### src/rtl/execute_cond_stage_if.sv
// Decode-to-execute control bundle and the gated execute-stage outputs.
// The master side is the decode stage and datapath; the slave side is execute_cond_stage.
interface execute_cond_stage_if;
  logic       stalle;
  logic       flushe;
  logic       pcsd;
  logic       regwd;
  logic       memwd;
  logic       memtoregd;
  logic       alusrcd;
  logic [1:0] alucontrold;
  logic [1:0] flagwd;
  logic [3:0] condd;
  logic [3:0] aluflags;

  logic       pcsrce;
  logic       regwritee;
  logic       memwritee;
  logic       memtorege;
  logic       alusrce;
  logic [1:0] alucontrole;
  logic       condexe;
  logic [3:0] flagse;

  modport master (
    output stalle, flushe, pcsd, regwd, memwd, memtoregd, alusrcd,
           alucontrold, flagwd, condd, aluflags,
    input  pcsrce, regwritee, memwritee, memtorege, alusrce,
           alucontrole, condexe, flagse
  );

  modport slave (
    input  stalle, flushe, pcsd, regwd, memwd, memtoregd, alusrcd,
           alucontrold, flagwd, condd, aluflags,
    output pcsrce, regwritee, memwritee, memtorege, alusrce,
           alucontrole, condexe, flagse
  );
endinterface

### src/rtl/execute_cond_stage.sv
// Execute-stage control register, architectural NZCV flags and condition check.
// The gated writes depend only on registered state; ALU flags reach them solely through the flag register.
module execute_cond_stage (
  input  logic                 clk,
  input  logic                 reset,
  execute_cond_stage_if.slave  bus
);
  localparam logic [3:0] COND_AL = 4'b1110;

  logic       pcs_e;
  logic       regw_e;
  logic       memw_e;
  logic       memtoreg_e;
  logic       alusrc_e;
  logic [1:0] aluctl_e;
  logic [1:0] flagw_e;
  logic [3:0] cond_e;
  logic [3:0] flags_q;
  logic       condex;

  logic flag_n, flag_z, flag_c, flag_v;
  assign {flag_n, flag_z, flag_c, flag_v} = flags_q;

  // A bubble is an always-executing no-op so it never suppresses anything downstream.
  always_ff @(posedge clk) begin
    if (reset) begin
      pcs_e      <= 1'b0;
      regw_e     <= 1'b0;
      memw_e     <= 1'b0;
      memtoreg_e <= 1'b0;
      alusrc_e   <= 1'b0;
      aluctl_e   <= 2'b00;
      flagw_e    <= 2'b00;
      cond_e     <= COND_AL;
    end else if (bus.flushe) begin
      pcs_e      <= 1'b0;
      regw_e     <= 1'b0;
      memw_e     <= 1'b0;
      memtoreg_e <= 1'b0;
      alusrc_e   <= 1'b0;
      aluctl_e   <= 2'b00;
      flagw_e    <= 2'b00;
      cond_e     <= COND_AL;
    end else if (!bus.stalle) begin
      pcs_e      <= bus.pcsd;
      regw_e     <= bus.regwd;
      memw_e     <= bus.memwd;
      memtoreg_e <= bus.memtoregd;
      alusrc_e   <= bus.alusrcd;
      aluctl_e   <= bus.alucontrold;
      flagw_e    <= bus.flagwd;
      cond_e     <= bus.condd;
    end
  end

  // Flags follow the instruction leaving E, even when a flush replaces it with a bubble.
  always_ff @(posedge clk) begin
    if (reset) begin
      flags_q <= 4'b0000;
    end else if (!bus.stalle) begin
      if (flagw_e[1] && condex) flags_q[3:2] <= bus.aluflags[3:2];
      if (flagw_e[0] && condex) flags_q[1:0] <= bus.aluflags[1:0];
    end
  end

  always_comb begin
    condex = 1'b0;
    unique case (cond_e)
      4'b0000: condex = flag_z;
      4'b0001: condex = !flag_z;
      4'b0010: condex = flag_c;
      4'b0011: condex = !flag_c;
      4'b0100: condex = flag_n;
      4'b0101: condex = !flag_n;
      4'b0110: condex = flag_v;
      4'b0111: condex = !flag_v;
      4'b1000: condex = flag_c && !flag_z;
      4'b1001: condex = !flag_c || flag_z;
      4'b1010: condex = (flag_n == flag_v);
      4'b1011: condex = (flag_n != flag_v);
      4'b1100: condex = !flag_z && (flag_n == flag_v);
      4'b1101: condex = flag_z || (flag_n != flag_v);
      4'b1110: condex = 1'b1;
      4'b1111: condex = 1'b0;
      default: condex = 1'b0;
    endcase
  end

  assign bus.condexe     = condex;
  assign bus.pcsrce      = pcs_e  & condex;
  assign bus.regwritee   = regw_e & condex;
  assign bus.memwritee   = memw_e & condex;
  assign bus.memtorege   = memtoreg_e;
  assign bus.alusrce     = alusrc_e;
  assign bus.alucontrole = aluctl_e;
  assign bus.flagse      = flags_q;
endmodule

### src/flat_wrapper.sv
// flat-port wrapper written by rule: the top's interface ports become plain ports
module execute_cond_stage_flat 
  (clk, reset, bus_stalle, bus_flushe, bus_pcsd, bus_regwd, bus_memwd, bus_memtoregd, bus_alusrcd, bus_alucontrold, bus_flagwd, bus_condd, bus_aluflags, bus_pcsrce, bus_regwritee, bus_memwritee, bus_memtorege, bus_alusrce, bus_alucontrole, bus_condexe, bus_flagse);
  execute_cond_stage_if bus_i ();
  input  logic clk;
  input  logic reset;
  input wire logic [$bits(bus_i.stalle)-1:0] bus_stalle;
  input wire logic [$bits(bus_i.flushe)-1:0] bus_flushe;
  input wire logic [$bits(bus_i.pcsd)-1:0] bus_pcsd;
  input wire logic [$bits(bus_i.regwd)-1:0] bus_regwd;
  input wire logic [$bits(bus_i.memwd)-1:0] bus_memwd;
  input wire logic [$bits(bus_i.memtoregd)-1:0] bus_memtoregd;
  input wire logic [$bits(bus_i.alusrcd)-1:0] bus_alusrcd;
  input wire logic [$bits(bus_i.alucontrold)-1:0] bus_alucontrold;
  input wire logic [$bits(bus_i.flagwd)-1:0] bus_flagwd;
  input wire logic [$bits(bus_i.condd)-1:0] bus_condd;
  input wire logic [$bits(bus_i.aluflags)-1:0] bus_aluflags;
  output wire logic [$bits(bus_i.pcsrce)-1:0] bus_pcsrce;
  output wire logic [$bits(bus_i.regwritee)-1:0] bus_regwritee;
  output wire logic [$bits(bus_i.memwritee)-1:0] bus_memwritee;
  output wire logic [$bits(bus_i.memtorege)-1:0] bus_memtorege;
  output wire logic [$bits(bus_i.alusrce)-1:0] bus_alusrce;
  output wire logic [$bits(bus_i.alucontrole)-1:0] bus_alucontrole;
  output wire logic [$bits(bus_i.condexe)-1:0] bus_condexe;
  output wire logic [$bits(bus_i.flagse)-1:0] bus_flagse;
  assign bus_i.stalle = bus_stalle;
  assign bus_i.flushe = bus_flushe;
  assign bus_i.pcsd = bus_pcsd;
  assign bus_i.regwd = bus_regwd;
  assign bus_i.memwd = bus_memwd;
  assign bus_i.memtoregd = bus_memtoregd;
  assign bus_i.alusrcd = bus_alusrcd;
  assign bus_i.alucontrold = bus_alucontrold;
  assign bus_i.flagwd = bus_flagwd;
  assign bus_i.condd = bus_condd;
  assign bus_i.aluflags = bus_aluflags;
  assign bus_pcsrce = bus_i.pcsrce;
  assign bus_regwritee = bus_i.regwritee;
  assign bus_memwritee = bus_i.memwritee;
  assign bus_memtorege = bus_i.memtorege;
  assign bus_alusrce = bus_i.alusrce;
  assign bus_alucontrole = bus_i.alucontrole;
  assign bus_condexe = bus_i.condexe;
  assign bus_flagse = bus_i.flagse;
  execute_cond_stage u_core (.clk(clk), .reset(reset), .bus(bus_i));
endmodule
### config.mk
export PLATFORM = sky130hd
export DESIGN_NAME = execute_cond_stage_flat
export DESIGN_NICKNAME = d
export VERILOG_FILES = /design/src/rtl/execute_cond_stage_if.sv /design/src/rtl/execute_cond_stage.sv /design/src/flat_wrapper.sv
export SDC_FILE = /design/constraint.sdc
export NUM_CORES = 1
export LEC_CHECK = 0
export CAP_MARGIN = 0
export CORE_ASPECT_RATIO = 0.8
export CORE_UTILIZATION = 43
export CTS_CLUSTER_SIZE = 8
export DETAILED_ROUTE_END_ITERATION = 12
export PLACE_DENSITY = 0.85
export SYNTH_ARGS = -nofsm -noshare
export SYNTH_HDL_FRONTEND = slang
export SYNTH_SLANG_ARGS = --single-unit
### constraint.sdc
create_clock -name clk -period 2.7 [get_ports clk]
set_clock_uncertainty 0.05 [all_clocks]
set_input_delay 0.675 -clock clk [delete_from_list [all_inputs] [get_ports clk]]
set_output_delay 0.675 -clock clk [all_outputs]
set_load 0.1 [all_outputs]
==> metrics.yaml, run 1 <==
pwr:
  fin_total_pwr_uw: 550.2
  power.switching_uw: 171.4
  irDropWorstVdd_mv: 0.3343
  p_leak_nw: 0.5511
  clock_power_share_pct: 26.9
  swShare_pct: 31.16
  power_frac_seq_pct: 48.4
  power.density_nw_per_um2: 406.0
  p_int_uw: 378.8
  combPwrFrac_pct: 24.8
critical_path:
  path_class: "flop to output pin"
  crit_path_max_fanout: 6
  required_ns: 1.98
  r2r_setup_slack_ns: 0.99
  critPathLaunchType: "flop"
  worstPathArrival_ns: 1.96
  endpoint_kind: "output pin"
route:
  routed_wl_um: 2134
  viasPerCell: 5.242
  routedWlPerCell_um: 13.95
  drc: 0
  drt_first_pass_iters: 4
  routed-via-count: 802
  drt_iter0_markers: 15
  drtAntennaViolNets: 0
logic_synthesis:
  ys.flop_type: "dfxtp_1"
  syn_inst: 95
  syn_nets: 116
  synth_edf_count: 0
  yosys.cell_types.count: 30
  syn_area_per_cell_sq_um: 9.654
  synth-async-reset-ratio_pct: 0
  yosys_warnings: 0
  synth.cell_area_sq_um: 917.1
  synth_seq_area_share_pct: 37.11
  synth-seq-cells: 17
clock_tree:
  cts_tree: "yes"
  cts_root_buffer: "clkbuf_4"
  cts.path.max_buffers: 2
  clock_sinks: 17
  holdBufCountCts: 0
  numCtsBuffers: 3
  ctsHtreeMaxLevel: 1
  insertion_delay_ns: 0.31
  clk_pin_slew_ns: 0.11
sta:
  grt_setup_unrepaired: "true"
  relSlewSlack_pct: 72.80
  hold_viol: 0
  setup_viol: 0
  worst_slew_pin_slew_ns: 0.4042
  finalSetupTns_ns: 0
  fin_crit_ns: 2.683
  drv_slew: 0
  fmax_mhz: 372.8
  finalCritPeriodShare_pct: 99.35
floorplanning:
  core_area_sq_um: 1944
  die_w_um: 53.64
  initial_utilization_pct: 47.17
  die_h_um: 43.31
  rows: 14
  die_area_sq_um: 2323
  ios: 33
run_status:
  outcome: "complete, no violations"
global_route:
  grt_pass1_wl_um: 3374
  grtUsageMet1_pct: 23.91
  grt_use_met3_pct: 7.527
  antenna_found_initial: 0
  gr-usage-met2_pct: 34.00
  grt-ovfl-total: 0
  track_usage_pct: 20.93
  grt_max_degree: 13
  grt.busiest_layer: "met2"
  first_global_vias: 814
final_layout:
  syn2layout_area_growth_pct: 47.75
  fill_cells: 145
  nets: 151
  n_antenna_cell: 0
  final_layout_size_suffix_gt1_share_pct: 32.56
worst_hold_path:
  hold_class: "flop to flop"
job:
  drv_cap: 0
placement:
  hpwlAfterDp_um: 1538
  routabilityCongestion: 0.8755
  port-buffer-count: 32
-- registers in the layout (all words and copies together) (netlist names) --
| name | count |
|---|---|
| u_core.bus.alusrce | 1 |
| u_core.bus.flagse | 4 |
| u_core.bus.alucontrole | 2 |
| u_core.pcs_e | 1 |
| u_core.regw_e | 1 |
| u_core.bus.memtorege | 1 |
| u_core.flagw_e | 2 |
| u_core.cond_e | 4 |
| u_core.memw_e | 1 |
-- final timing paths --
| kind | from | to | depth (start not counted) |
|---|---|---|---|
| setup reg to reg | u_core.cond_e[2] | u_core.bus.flagse[1] | 5 |
| setup / recovery | u_core.cond_e[1] | bus_pcsrce | 6 |
| hold reg to reg | u_core.regw_e | u_core.regw_e | 2 |
| hold / removal | u_core.regw_e | u_core.regw_e | 2 |
-- placed cells by master, fill, tap and decap left out, drive strengths merged --
cell and count:
xnor2 2, o21ai 3, o21a 1, clkdlybuf4s50 20, nor3 1, nand3b 1
nand2b 10, o32a 1, buf 18, a21oi 1, o31ai 1, and2 3
nor3b 1, dfxtp 17, or2 1, o22ai 1, mux2 1, nor2 11
a211oi 1, clkinvlp 1, nor4 2, mux2i 19, o21ba 1, nor4b 1
xor2 1, clkbuf 3, nand2 5, inv 1
-- Yosys cell counts, drive strengths merged, types with 2 or more instances --
| library cell | n | area [sq um] |
|---|---|---|
| o21ai | 3 | 18.77 |
| mux2i | 19 | 202.7 |
| clkbuf | 4 | 15.01 |
| nor2 | 11 | 41.29 |
| nand2 | 5 | 18.77 |
| xnor2 | 2 | 17.52 |
| nand2b | 10 | 62.56 |
| dfxtp | 17 | 340.3 |
| nor4 | 2 | 12.51 |
| and2 | 3 | 21.27 |
| buf | 4 | 26.27 |
-- critical path: stages, from the launching register on --
cell      delay (ns)
dfxtp_4         0.42
mux2_4          0.32
a211oi_4        0.22
o32a_1          0.18
o21a_4          0.16
and2_4          0.17
buf_12          0.17
-- what timing repair did --
item                                    CTS  global route
pin swaps                                 3             3
endpoints found under the setup margin    4             3
resized for setup                         4             2
buffers inserted                          4             1
-- metrics by stage --
stage | utilization (%) | hold slack, ns | setup slack, ns | std cells | instance area [sq um]
3_3_place_gp | 65.12 | 0.4300 | 0.2084 | 144 | 1266
6_report | 69.69 | 0.4643 | 0.01745 | 153 | 1355
3_5_place_dp | 65.12 | 0.4368 | 0.1324 | 144 | 1266
5_1_grt | 69.69 | 0.4997 | -0.02905 | 153 | 1355
2_1_floorplan | - | 0.4135 | 0.01251 | 95 | 929.6
4_1_cts | 69.05 | 0.4629 | 0.01532 | 152 | 1343
-- layout make-up --
type	count	area, sq um	area share (%)
timing repair buffer	38	385.4	28.44
sequential	17	352.8	26.04
tap	24	30.03	2.216
multi-input combinational	69	553.0	40.81
clock buffer	3	22.52	1.662
clock inverter	1	7.507	0.5540
inverter	1	3.754	0.2770
-- power groups by stage --
stage | Combinational [mW] | Clock [mW] | Sequential (mW)
2_1_floorplan | 0.0659 | 0 | 0.286
3_3_place_gp | 0.128 | 0 | 0.271
3_5_place_dp | 0.131 | 0 | 0.272
4_1_cts | 0.135 | 0.154 | 0.265
5_1_grt | 0.143 | 0.161 | 0.267
6_report | 0.136 | 0.148 | 0.266
-- kinds of logic (layout without fill, tap and decap cells) --
family / count (synthesis) / count (layout) / share of synthesized area (%)
compound gates: 10 / 10 / 10.50
simple gates: 36 / 36 / 20.87
flops: 17 / 17 / 37.11
xor+xnor: 3 / 3 / 2.865
mux: 20 / 20 / 23.74
buf+inv: 9 / 43 / 4.910
-- routing by layer --
| metal | part of all wire [%] | vias up |
|---|---|---|
| met5 | 0 | - |
| met4 | 2.9 | 0 |
| met3 | 4.9 | 6 |
| met2 | 49 | 28 |
| li1 | - | 390 |
| met1 | 43 | 378 |
Power figures use the tool's default switching activity.
==> run 2: changes to the inputs <==
Settings changed: CAP_MARGIN 0 to 20.
==> results of run 2 <==
Final layout, timing and power as in run 1 (identical DEF).
